## config.mk

```make
export PLATFORM = sky130hd
export DESIGN_NAME = imem_dmem_arbiter_flat
export DESIGN_NICKNAME = d
export VERILOG_FILES = /design/src/rtl/imem_dmem_arbiter_pkg.sv /design/src/rtl/imem_dmem_arbiter_if.sv /design/src/rtl/imem_dmem_arbiter_starve_cnt.sv /design/src/rtl/imem_dmem_arbiter.sv /design/src/flat_wrapper.sv
export SDC_FILE = /design/constraint.sdc
export NUM_CORES = 1
export LEC_CHECK = 0
export ABC_CLOCK_PERIOD_IN_PS = 3200
export CORE_AREA = 5 5 97 99
export CTS_BUF_LIST = sky130_fd_sc_hd__clkbuf_8
export CTS_CLUSTER_SIZE = 40
export DETAILED_ROUTE_END_ITERATION = 16
export DIE_AREA = 0 0 102 104
export PLACE_DENSITY_LB_ADDON = 0.3
export SETUP_SLACK_MARGIN = 0.2
export SYNTH_ARGS = -nofsm -noshare
export SYNTH_HDL_FRONTEND = slang
export SYNTH_HIERARCHICAL = 1
export SYNTH_SLANG_ARGS = --single-unit
```

## constraint.sdc

```tcl
create_clock -name clk -period 3.2 [get_ports clk]
set_clock_uncertainty 0.05 [all_clocks]
set_input_delay 0.64 -clock clk [delete_from_list [all_inputs] [get_ports clk]]
set_output_delay 0.64 -clock clk [all_outputs]
set_load 0.1 [all_outputs]
```

## src/rtl/imem_dmem_arbiter_pkg.sv

```systemverilog
// Shared definitions for the fetch / load-store memory arbiter.
//   owner_e   : which requester the read data of the previous grant belongs to
//   DEF_*     : default widths and starvation limit
package imem_dmem_arbiter_pkg;

  localparam int unsigned DEF_ADDR_WIDTH   = 32;
  localparam int unsigned DEF_DATA_WIDTH   = 32;
  localparam int unsigned DEF_MEM_AW       = 10;
  localparam int unsigned DEF_STARVE_LIMIT = 4;

  typedef enum logic [1:0] {
    OWN_NONE = 2'd0,
    OWN_IF   = 2'd1,
    OWN_LS   = 2'd2
  } owner_e;

endpackage

```

## src/rtl/imem_dmem_arbiter_if.sv

```systemverilog
// Bus bundle between the pipeline requesters, the arbiter and the memory.
//   fetch side : if_req/if_addr in, if_gnt/if_stall/if_rdata/if_rvalid out
//   ls side    : ls_req/ls_we/ls_be/ls_addr/ls_wdata in,
//                ls_gnt/ls_stall/ls_rdata/ls_rvalid out
//   memory side: mem_en/mem_we/mem_be/mem_addr/mem_wdata out, mem_rdata in
// Modport slave is the arbiter view; master is the surrounding system view
// (requesters plus memory).
interface imem_dmem_arbiter_if #(
  parameter int unsigned ADDR_WIDTH = 32,
  parameter int unsigned DATA_WIDTH = 32,
  parameter int unsigned MEM_AW     = 10
);
  logic                  if_req;
  logic [ADDR_WIDTH-1:0] if_addr;
  logic                  if_gnt;
  logic                  if_stall;
  logic [DATA_WIDTH-1:0] if_rdata;
  logic                  if_rvalid;

  logic                  ls_req;
  logic                  ls_we;
  logic [3:0]            ls_be;
  logic [ADDR_WIDTH-1:0] ls_addr;
  logic [DATA_WIDTH-1:0] ls_wdata;
  logic                  ls_gnt;
  logic                  ls_stall;
  logic [DATA_WIDTH-1:0] ls_rdata;
  logic                  ls_rvalid;

  logic                  mem_en;
  logic                  mem_we;
  logic [3:0]            mem_be;
  logic [MEM_AW-1:0]     mem_addr;
  logic [DATA_WIDTH-1:0] mem_wdata;
  logic [DATA_WIDTH-1:0] mem_rdata;

  modport slave (
    input  if_req, if_addr,
    output if_gnt, if_stall, if_rdata, if_rvalid,
    input  ls_req, ls_we, ls_be, ls_addr, ls_wdata,
    output ls_gnt, ls_stall, ls_rdata, ls_rvalid,
    output mem_en, mem_we, mem_be, mem_addr, mem_wdata,
    input  mem_rdata
  );

  modport master (
    output if_req, if_addr,
    input  if_gnt, if_stall, if_rdata, if_rvalid,
    output ls_req, ls_we, ls_be, ls_addr, ls_wdata,
    input  ls_gnt, ls_stall, ls_rdata, ls_rvalid,
    input  mem_en, mem_we, mem_be, mem_addr, mem_wdata,
    output mem_rdata
  );

endinterface

```

## src/rtl/imem_dmem_arbiter_starve_cnt.sv

```systemverilog
// Saturating count of consecutive cycles in which fetch asked and lost.
//   clk, rst_n  : clock, async active-low reset
//   cpu_en      : counting only happens while enabled (holds otherwise)
//   if_req      : fetch request; clears the count when low
//   if_gnt      : fetch grant; clears the count
//   force_fetch : count has reached STARVE_LIMIT, fetch must win next
module imem_dmem_arbiter_starve_cnt #(
  parameter int unsigned STARVE_LIMIT = 4
) (
  input  logic clk,
  input  logic rst_n,
  input  logic cpu_en,
  input  logic if_req,
  input  logic if_gnt,
  output logic force_fetch
);

  localparam int unsigned CW = (STARVE_LIMIT < 1) ? 1 : $clog2(STARVE_LIMIT + 1);
  localparam logic [CW-1:0] LIMIT = CW'(STARVE_LIMIT);

  logic [CW-1:0] cnt_q;
  logic [CW-1:0] cnt_d;

  always_comb begin
    cnt_d = cnt_q;
    if (!if_req || if_gnt) begin
      cnt_d = '0;
    end else if (cpu_en && (cnt_q != LIMIT)) begin
      cnt_d = cnt_q + CW'(1);
    end
  end

  always_ff @(posedge clk or negedge rst_n) begin
    if (!rst_n) begin
      cnt_q <= '0;
    end else begin
      cnt_q <= cnt_d;
    end
  end

  assign force_fetch = (cnt_q == LIMIT);

endmodule

```

## src/rtl/imem_dmem_arbiter.sv

```systemverilog
// Shares one single-port synchronous memory between instruction fetch and
// load/store. Load/store has fixed priority; after STARVE_LIMIT consecutive
// lost fetch cycles the fetch port is forced through for one grant. Read
// data returns with a one-cycle rvalid pulse to whoever owned the grant.
//   clk, rst_n : clock, async active-low reset
//   cpu_en     : global enable, no grants while low
//   bus        : fetch, load/store and memory signals (slave modport)
module imem_dmem_arbiter
  import imem_dmem_arbiter_pkg::*;
#(
  parameter int unsigned ADDR_WIDTH   = DEF_ADDR_WIDTH,
  parameter int unsigned DATA_WIDTH   = DEF_DATA_WIDTH,
  parameter int unsigned MEM_AW       = DEF_MEM_AW,
  parameter int unsigned STARVE_LIMIT = DEF_STARVE_LIMIT
) (
  input  logic              clk,
  input  logic              rst_n,
  input  logic              cpu_en,
  imem_dmem_arbiter_if.slave bus
);

  logic   force_fetch;
  logic   active;
  logic   if_gnt;
  logic   ls_gnt;
  logic   ls_store;
  owner_e owner_q;
  owner_e owner_d;

  // Word-address bits only; byte offset and upper bits are dropped.
  logic unused_addr_bits;
  assign unused_addr_bits = ^{bus.if_addr[ADDR_WIDTH-1:MEM_AW+2], bus.if_addr[1:0],
                              bus.ls_addr[ADDR_WIDTH-1:MEM_AW+2], bus.ls_addr[1:0]};

  imem_dmem_arbiter_starve_cnt #(
    .STARVE_LIMIT(STARVE_LIMIT)
  ) u_starve_cnt (
    .clk        (clk),
    .rst_n      (rst_n),
    .cpu_en     (cpu_en),
    .if_req     (bus.if_req),
    .if_gnt     (if_gnt),
    .force_fetch(force_fetch)
  );

  // rst_n is folded in so every output reads 0 while reset is asserted,
  // even with requests held high.
  assign active   = rst_n & cpu_en;
  assign if_gnt   = active & bus.if_req & (~bus.ls_req | force_fetch);
  assign ls_gnt   = active & bus.ls_req & ~(bus.if_req & force_fetch);
  assign ls_store = ls_gnt & bus.ls_we;

  always_comb begin
    owner_d = OWN_NONE;
    if (if_gnt) begin
      owner_d = OWN_IF;
    end else if (ls_gnt && !bus.ls_we) begin
      owner_d = OWN_LS;
    end
  end

  always_ff @(posedge clk or negedge rst_n) begin
    if (!rst_n) begin
      owner_q <= OWN_NONE;
    end else begin
      owner_q <= owner_d;
    end
  end

  always_comb begin
    bus.if_gnt    = if_gnt;
    bus.ls_gnt    = ls_gnt;
    bus.if_stall  = rst_n & bus.if_req & ~if_gnt;
    bus.ls_stall  = rst_n & bus.ls_req & ~ls_gnt;

    bus.mem_en    = if_gnt | ls_gnt;
    bus.mem_we    = ls_store;
    bus.mem_be    = '0;
    bus.mem_addr  = '0;
    bus.mem_wdata = '0;
    if (ls_gnt) begin
      bus.mem_addr = bus.ls_addr[MEM_AW+1:2];
      bus.mem_be   = ls_store ? bus.ls_be : 4'b1111;
      if (ls_store) begin
        bus.mem_wdata = bus.ls_wdata;
      end
    end else if (if_gnt) begin
      bus.mem_addr = bus.if_addr[MEM_AW+1:2];
      bus.mem_be   = 4'b1111;
    end

    bus.if_rvalid = (owner_q == OWN_IF);
    bus.ls_rvalid = (owner_q == OWN_LS);
    bus.if_rdata  = (owner_q == OWN_IF) ? bus.mem_rdata : '0;
    bus.ls_rdata  = (owner_q == OWN_LS) ? bus.mem_rdata : '0;
  end

endmodule

```

## src/flat_wrapper.sv

```systemverilog
// flat-port wrapper written by rule: the top's interface ports become plain ports
module imem_dmem_arbiter_flat import imem_dmem_arbiter_pkg::*;
#(
  parameter int unsigned ADDR_WIDTH   = DEF_ADDR_WIDTH,
  parameter int unsigned DATA_WIDTH   = DEF_DATA_WIDTH,
  parameter int unsigned MEM_AW       = DEF_MEM_AW,
  parameter int unsigned STARVE_LIMIT = DEF_STARVE_LIMIT
)
  (clk, rst_n, cpu_en, bus_if_req, bus_if_addr, bus_if_gnt, bus_if_stall, bus_if_rdata, bus_if_rvalid, bus_ls_req, bus_ls_we, bus_ls_be, bus_ls_addr, bus_ls_wdata, bus_ls_gnt, bus_ls_stall, bus_ls_rdata, bus_ls_rvalid, bus_mem_en, bus_mem_we, bus_mem_be, bus_mem_addr, bus_mem_wdata, bus_mem_rdata);
  imem_dmem_arbiter_if #(.ADDR_WIDTH(ADDR_WIDTH), .DATA_WIDTH(DATA_WIDTH), .MEM_AW(MEM_AW)) bus_i ();
  input  logic clk;
  input  logic rst_n;
  input  logic cpu_en;
  input wire logic [$bits(bus_i.if_req)-1:0] bus_if_req;
  input wire logic [$bits(bus_i.if_addr)-1:0] bus_if_addr;
  output wire logic [$bits(bus_i.if_gnt)-1:0] bus_if_gnt;
  output wire logic [$bits(bus_i.if_stall)-1:0] bus_if_stall;
  output wire logic [$bits(bus_i.if_rdata)-1:0] bus_if_rdata;
  output wire logic [$bits(bus_i.if_rvalid)-1:0] bus_if_rvalid;
  input wire logic [$bits(bus_i.ls_req)-1:0] bus_ls_req;
  input wire logic [$bits(bus_i.ls_we)-1:0] bus_ls_we;
  input wire logic [$bits(bus_i.ls_be)-1:0] bus_ls_be;
  input wire logic [$bits(bus_i.ls_addr)-1:0] bus_ls_addr;
  input wire logic [$bits(bus_i.ls_wdata)-1:0] bus_ls_wdata;
  output wire logic [$bits(bus_i.ls_gnt)-1:0] bus_ls_gnt;
  output wire logic [$bits(bus_i.ls_stall)-1:0] bus_ls_stall;
  output wire logic [$bits(bus_i.ls_rdata)-1:0] bus_ls_rdata;
  output wire logic [$bits(bus_i.ls_rvalid)-1:0] bus_ls_rvalid;
  output wire logic [$bits(bus_i.mem_en)-1:0] bus_mem_en;
  output wire logic [$bits(bus_i.mem_we)-1:0] bus_mem_we;
  output wire logic [$bits(bus_i.mem_be)-1:0] bus_mem_be;
  output wire logic [$bits(bus_i.mem_addr)-1:0] bus_mem_addr;
  output wire logic [$bits(bus_i.mem_wdata)-1:0] bus_mem_wdata;
  input wire logic [$bits(bus_i.mem_rdata)-1:0] bus_mem_rdata;
  assign bus_i.if_req = bus_if_req;
  assign bus_i.if_addr = bus_if_addr;
  assign bus_if_gnt = bus_i.if_gnt;
  assign bus_if_stall = bus_i.if_stall;
  assign bus_if_rdata = bus_i.if_rdata;
  assign bus_if_rvalid = bus_i.if_rvalid;
  assign bus_i.ls_req = bus_ls_req;
  assign bus_i.ls_we = bus_ls_we;
  assign bus_i.ls_be = bus_ls_be;
  assign bus_i.ls_addr = bus_ls_addr;
  assign bus_i.ls_wdata = bus_ls_wdata;
  assign bus_ls_gnt = bus_i.ls_gnt;
  assign bus_ls_stall = bus_i.ls_stall;
  assign bus_ls_rdata = bus_i.ls_rdata;
  assign bus_ls_rvalid = bus_i.ls_rvalid;
  assign bus_mem_en = bus_i.mem_en;
  assign bus_mem_we = bus_i.mem_we;
  assign bus_mem_be = bus_i.mem_be;
  assign bus_mem_addr = bus_i.mem_addr;
  assign bus_mem_wdata = bus_i.mem_wdata;
  assign bus_i.mem_rdata = bus_mem_rdata;
  imem_dmem_arbiter #(.ADDR_WIDTH(ADDR_WIDTH), .DATA_WIDTH(DATA_WIDTH), .MEM_AW(MEM_AW), .STARVE_LIMIT(STARVE_LIMIT)) u_core (.clk(clk), .rst_n(rst_n), .cpu_en(cpu_en), .bus(bus_i));
endmodule
```

==> metrics.md, run 1 <==
| Metric | Value |
|---|---|
| Syn Inst Count | 165 |
| Multi-input combinational cell area | 972 sq um |
| Count of cell types in the netlist | 26 |
| Sw Pwr | 0.352 mW |
| Reg clk slew, reported paths | 0.03 ns |
| Syn. warnings | 6 |
| Initial antenna violation count | 0 |
| Worst vdd ir | 0.132 mV |
| Leak | 2.01 nW |
| Post-synth EDFFs | 0 |
| Critical Path Sink Type | output port |
| Filler cells | 707 |
| Sequential cell area fraction in the yosys report | 0.108 |
| Input/output buffers | 211 |
| Startpoint types | input port |
| Htree depth | 1 |
| CTS max path bufs | 2 |
| ANT nets after route | 0 |
| Area Growth Syn to Fin | 304% |
| Core Util, Final | 0.551 |
| Power per cell area | 161 nW/um^2 |
| Routed len/inst | 14.5 microns |
| Global route total overflow | 0 |
| Cell-internal power | 0.399 mW |
| Routability cong. | 0.760 |
| Sw Ratio | 0.469 |
| M3 GR Usage | 0.0704 |
| Status | finished, final reports clean |
| Vias in the first global route | 1973 |
| Worst setup path class | in -> out |
| Via count | 2004 |
| WP data required | 2.51 ns |
| Chip width | 102 microns |
| Most frequent cells in the layout | 119 x buf_12, 93 x clkdlybuf4s50_1, 65 x and2_1 |
| Most common cell after layout, fill and taps aside | buf_12 |
| Drt pass-1 iters | 2 |
| Final slew viol count | 0 |
| Setup violators final | 0 |
| Area leader, netlist | and2_1 |
| Later-pin clock latency in the skew report | 0.22 ns |
| Synth Area per Inst | 7.00 sq um |
| Max Cap Violations | 0 |
| RSZ-0062 raised after global routing | yes |
| GR Layer Usage met1 | 0.118 |
| Final Hold Viols | 0 |
| Worst slew margin | 0.814 |
| Fmax | 343 MHz |
| Total GRT Usage | 0.118 |
| Yosys reg bits | 5 |
| CTS Buf Count | 3 |
| Post-CTS Setup Bufs | 0 |
| Asr flop ratio synth | 1.00 |
| Post-Route WL | 6.98 mm |
| Synthesized area | 1150 sq um |
| Diodes inserted | 0 |
| Reg area | 125 sq um |
| Final Cycle Share | 0.911 |
| Comb pwr share | 0.758 |
| First-pass GRT wire length | 10.2 mm |
| Die Ht | 104 microns |
| Die area | 10600 sq um |
| CTS Sinks | 5 |
| Starting density of the core | 0.136 |
| Met2 usage in global routing | 0.215 |
| Worst slew pin tran | 0.279 ns |
| Initial DRC count | 17 |
| CTS tree | yes |
| Vias per cell | 4.17 |
| Layout cells sized above 1 | 0.402 |
| Area of the core | 8470 sq um |
| Worst Hold Class | reg -> reg |
| Synth Flop Type | dfrtp_1 |
| Rows | 34 |
| Top cells by area, synth | and2_1 36%, and3_1 17%, dfrtp_1 11% |
| I/O pin total | 256 |
| Setup TNS | 0 ns |
| GRT Max-Usage Layer | met2 |
| Fin crit period | 2.91 ns |
| Largest net degree at the start of global routing | 45 |
| DP HPWL | 6.17 mm |
| Clock power frac | 0.150 |
| Root buffer cell | clkbuf_8 |
| Syn nets | 305 |
| Top-area cell type share of the netlist area | 0.358 |
| Arrival time worst endpoint | 2.22 ns |
| Reg power frac | 0.092 |
| Drc violations | 0 |
| Final nets | 514 |
| Crit-path max FO | 11 |
==> metrics by stage <==
| stage | setup slack (ns) | cells | power, mW | cell area, sq um | hold slack [ns] |
|---|---|---|---|---|---|
| finish | 0.286 | 481 | 0.751 | 4660 | 0.531 |
| global route | 0.195 | 481 | 0.784 | 4660 | 0.588 |
| detailed placement | 0.251 | 477 | 0.641 | 4600 | 0.529 |
| global placement | 0.261 | 477 | 0.635 | 4600 | 0.514 |
| floorplan | 0.0603 | 165 | 0.358 | 1170 | 0.294 |
| CTS | 0.244 | 481 | 0.758 | 4640 | 0.534 |
==> power groups by stage <==
stage               clock (mW)  combinational, mW  sequential, mW
floorplan                    0              0.288          0.0693
CTS                      0.117              0.572          0.0691
global placement             0              0.566          0.0697
finish                   0.113              0.569          0.0691
detailed placement           0              0.571          0.0699
global route             0.125              0.589          0.0698
==> metal layers <==
layer,up-vias,routed length [microns]
li1,969,-
met1,882,2360
met2,151,3320
met3,2,1270
met4,0,27
met5,-,0
==> registers in the layout, summed over array words and instances, names as in the netlist <==
register	cells
u_core/u_starve_cnt/cnt_q	3
u_core/owner_q	2
==> cell type report <==
cell class	instances	area share
repair buffers	219	0.722
multi-input cells	140	0.208
well taps	108	0.0290
flip-flops and latches	5	0.0268
clock buffers	3	0.00885
inverters	5	0.00456
clock inverters	1	0.000805
==> synthesized netlist by cell type (all sizes together), types with 2 or more instances <==
master   n
a21boi   2
nor2     2
a22o    10
dfrtp    5
nand2    3
nand3b   3
inv      5
clkbuf  10
and3    32
nor2b    7
buf      5
o21ai    4
ha       2
and2    66
mux2i    2
==> final timing paths <==
path                            slack (ns)  cells past startpoint                                  endpoint                                     start
worst max-delay path                  0.29                      6                           bus_mem_addr[0]                                    cpu_en
worst min-delay path                  0.53                      2  u_core/u_starve_cnt/cnt_q[1]$_DFFE_PN0P_  u_core/u_starve_cnt/cnt_q[1]$_DFFE_PN0P_
worst max register to register        1.18                      9  u_core/u_starve_cnt/cnt_q[0]$_DFFE_PN0P_  u_core/u_starve_cnt/cnt_q[0]$_DFFE_PN0P_
worst min register to register        0.53                      2  u_core/u_starve_cnt/cnt_q[1]$_DFFE_PN0P_  u_core/u_starve_cnt/cnt_q[1]$_DFFE_PN0P_
max in group asynchronous             2.30                      2  u_core/u_starve_cnt/cnt_q[2]$_DFFE_PN0P_                                     rst_n
min in group asynchronous             0.68                      2  u_core/u_starve_cnt/cnt_q[0]$_DFFE_PN0P_                                     rst_n
==> critical path: stages <==
cell	delay, ns
clkdlybuf4s50_1	0.53
inv_1	0.08
or3_4	0.44
inv_4	0.13
a22o_1	0.21
buf_12	0.19
==> kinds of logic (layout without fill, tap and decap cells) <==
family	Yosys count	after routing	synth area share
AND/OR/NAND/NOR	118	118	0.652
buffers and inverters	20	228	0.0780
AO/OA/AOI/OAI	18	18	0.122
flip-flops	5	5	0.108
adder cells (fa/ha/maj)	2	2	0.0217
multiplexers	2	2	0.0173
==> timing repair <==
| action | in CTS | in global routing |
|---|---|---|
| setup endpoints to repair | 0 | 16 |
| hold endpoints to repair | 0 | 0 |
| hold buffers | 0 | 0 |
| resized for setup | 0 | 6 |
(Power assumes the default switching activity.)
==> run 2, diff against run 1 <==
- ABC_AREA: not set -> 1
- CORE_AREA: 5 5 97 99 -> 5 5 96 98
- DIE_AREA: 0 0 102 104 -> 0 0 101 103
==> run 2 against run 1 <==
Largest power group unchanged. Cell area shrank 13%. Non-clock buffer count down 2. Highest routed layer is now met5. Synthesized area grew 8.2%. Combinational power decreased by 2%. Register-to-register slack barely moved. Via count up 13%. Clock-buffer cell count unchanged. Critical endpoint is now bus_mem_be[0]. Global-route usage increased by 0.19 points.
==> metrics.md, run 2 <==
| Metric | Value |
|---|---|
| Startpoint types | input port |
| CTS Buf Count | 3 |
| Input/output buffers | 211 |
| Count of cell types in the netlist | 16 |
| Design Area, Final | 4040 sq um |
| Synth Area per Inst | 4.61 sq um |
| Reg clk slew, reported paths | 0.03 ns |
| WP data required | 2.51 ns |
| Worst path slowest cell | clkdlybuf4s50_1 |
| Family with the most delay on the worst path | buffers and inverters |
| Top cell by count, worst path | nand2_1 |
| Syn nets | 411 |
| Area Growth Syn to Fin | 223% |
| Synthesized area | 1250 sq um |
| Total GRT Usage | 0.120 |
| Htree depth | 1 |
| CTS tree | yes |
| Global route total overflow | 0 |
| Status | finished, final reports clean |
| Arrival time worst endpoint | 2.18 ns |
| Top cells by area, synth | nor2_1 30%, inv_1 24%, nand2_1 11% |
| Worst slew margin | 0.290 |
| Largest net degree at the start of global routing | 34 |
| Yosys reg bits | 5 |
| Setup TNS | 0 ns |
| First-pass GRT wire length | 10.2 mm |
| Area leader, netlist | nor2_1 |
| CTS Sinks | 5 |
| Post-Route WL | 6.98 mm |
| Rows | 34 |
| Setup ws final | 0.329 ns |
| Top-area cell type share of the netlist area | 0.303 |
| CP cell instances | clkdlybuf4s50_1 > nand2_1 > nor2_1 > nand2_1 > o21ai_0 > buf_12 |
| Max Cap Violations | 0 |
| Hold_buf cts | 0 |
| Initial DRC count | 33 |
| Later-pin clock latency in the skew report | 0.22 ns |
| Worst vdd ir | 0.111 mV |
| DP HPWL | 6.46 mm |
| Sequential cell area fraction in the yosys report | 0.100 |
| Biggest regs | u_core/u_starve_cnt/cnt_q x3, u_core/owner_q x2 |
| Fin crit period | 2.87 ns |
| Routability cong. | 0.787 |
| Post-CTS Setup Bufs | 0 |
| Most flops, register | u_core/u_starve_cnt/cnt_q |
| Die area | 10400 sq um |
| Synth Flop Type | dfrtp_1 |
| Filler cells | 800 |
| Die Ht | 103 microns |
| Most common library cells after synthesis | 101 x nor2_1, 81 x inv_1, 38 x nand2_1, 12 x nand3_1, 10 x nor2_2 |
| Area of the core | 8380 sq um |
| Syn Inst Count | 271 |
| Post-synth EDFFs | 0 |
| Starting density of the core | 0.149 |
| ANT nets after route | 0 |
| Comb pwr share | 0.754 |
| Leak | 2.11 nW |
| Final Hold Viols | 0 |
| Cell Area, Placed | 3990 sq um |
| CP max stage delay | 0.58 ns |
| Routed len/inst | 11.9 microns |
| Via count | 2262 |
| Drc violations | 0 |
| Worst slew pin tran | 1.06 ns |
| Fmax | 348 MHz |
| Worst Hold Class | reg -> reg |
| Diodes inserted | 0 |
| Worst setup path class | in -> out |
| Cell-internal power | 0.361 mW |
| Most common cell in the netlist | nor2_1 |
| Setup violators final | 0 |
| Root buffer cell | clkbuf_8 |
| Chip width | 101 microns |
| Final nets | 621 |
| Sw Ratio | 0.511 |
| Largest register FFs | 3 |
| Crit-path max FO | 6 |
| Power per cell area | 183 nW/um^2 |
| Final slew viol count | 0 |
| Drt pass-1 iters | 4 |
| Most frequent cells in the layout | 93 x clkdlybuf4s50_1, 82 x inv_1, 70 x buf_4 |
| Critical Path Sink Type | output port |
| Sw Pwr | 0.378 mW |
| Pre-CTS setup slack | 0.291 ns |
| Syn. warnings | 6 |
| Worst path bufs/invs | 2 |
| Post-cts sizing count | 0 |
| Reg power frac | 0.096 |
| I/O pin total | 256 |
| Most common cell after layout, fill and taps aside | clkdlybuf4s50_1 |
| RSZ-0062 raised after global routing | no |
| Layout cells sized above 1 | 0.413 |
| Initial antenna violation count | 1 |
| Final Cycle Share | 0.897 |
| Vias per cell | 3.85 |
| CTS max path bufs | 2 |
| Clock power frac | 0.150 |
| Vias in the first global route | 2256 |
| Asr flop ratio synth | 1.00 |
| Core Util, Final | 0.482 |
| Final hold slack | 0.504 ns |
## run 2: changes by cell type in the layout (fill, tap and decap cells not counted), sizes merged, moves of 2 or more
cell,before,now
nand3b,3,0
nand2,3,41
and3,32,0
a21boi,2,0
and2,66,0
mux2i,2,0
a22o,10,0
buf,126,124
nor2,2,113
inv,6,82
nand3,1,12
nor2b,7,0
## run 2: cell type report
cell class                 count  area (sq um)  area share
inverter                      81           304      0.0753
clock inverter                 1          3.75    0.000930
clock buffer                   3          41.3      0.0102
multi-input combinational    173           891       0.221
sequential                     5           125      0.0310
tap                          108           135      0.0335
timing repair buffer         217          2540       0.628
## run 2: path summary, 6_finish.rpt
path                                                     startpoint                                        to  slack (ns)  cells after the start
min in group asynchronous                                     rst_n               u_core/owner_q[0]$_DFF_PN0_        0.76                      2
hold / removal             u_core/u_starve_cnt/cnt_q[1]$_DFFE_PN0P_  u_core/u_starve_cnt/cnt_q[1]$_DFFE_PN0P_        0.50                      2
setup / recovery                                             cpu_en                             bus_mem_be[0]        0.33                      6
hold reg to reg            u_core/u_starve_cnt/cnt_q[1]$_DFFE_PN0P_  u_core/u_starve_cnt/cnt_q[1]$_DFFE_PN0P_        0.50                      2
max in group asynchronous                                     rst_n  u_core/u_starve_cnt/cnt_q[0]$_DFFE_PN0P_        2.23                      2
setup reg to reg           u_core/u_starve_cnt/cnt_q[0]$_DFFE_PN0P_  u_core/u_starve_cnt/cnt_q[1]$_DFFE_PN0P_        1.17                     13
## run 2: logic make-up (layout without fill, tap and decap cells)
| kind of cell | after synthesis | after routing | share of synthesized area |
|---|---|---|---|
| flip-flops | 5 | 5 | 0.100 |
| adder cells (fa/ha/maj) | 2 | 2 | 0.0200 |
| AO/OA/AOI/OAI | 5 | 5 | 0.0200 |
| AND/OR/NAND/NOR | 166 | 166 | 0.553 |
| buffers and inverters | 93 | 302 | 0.307 |
## run 2: per-layer routing
layer / GRT usage / vias up / wire length [microns]
li1: - / 1157 / -
met1: 0.111 / 954 / 2100
met2: 0.234 / 145 / 3630
met3: 0.0663 / 4 / 1190
met4: 0.0215 / 2 / 34
met5: 0 / - / 20
## run 2: worst register-to-register path, delay by kind of cell, from the launching register on
family | cells | cell delay, ns
buffers and inverters | 5 | 0.55
DFF | 1 | 0.40
adders and majority gates | 1 | 0.18
and+or+nand+nor | 7 | 0.74
## run 2: metrics by stage
stage	power, mW	cells
floorplan	0.393	271
global placement	0.629	584
detailed placement	0.633	584
CTS	0.748	588
global route	0.775	588
finish	0.739	588
## run 2: power groups by stage
stage	registers, mW	clock network, mW	logic [mW]
after floorplan	0.0706	0	0.323
after global placement	0.0711	0	0.558
after detailed placement	0.0714	0	0.562
after CTS	0.0707	0.115	0.562
after global routing	0.0709	0.120	0.584
final	0.0708	0.111	0.558
==> run 3, diff against run 2 <==
- HOLD_SLACK_MARGIN: not set -> 0.03
==> results of run 3 <==
Final layout, timing and power as in run 2 (identical DEF).
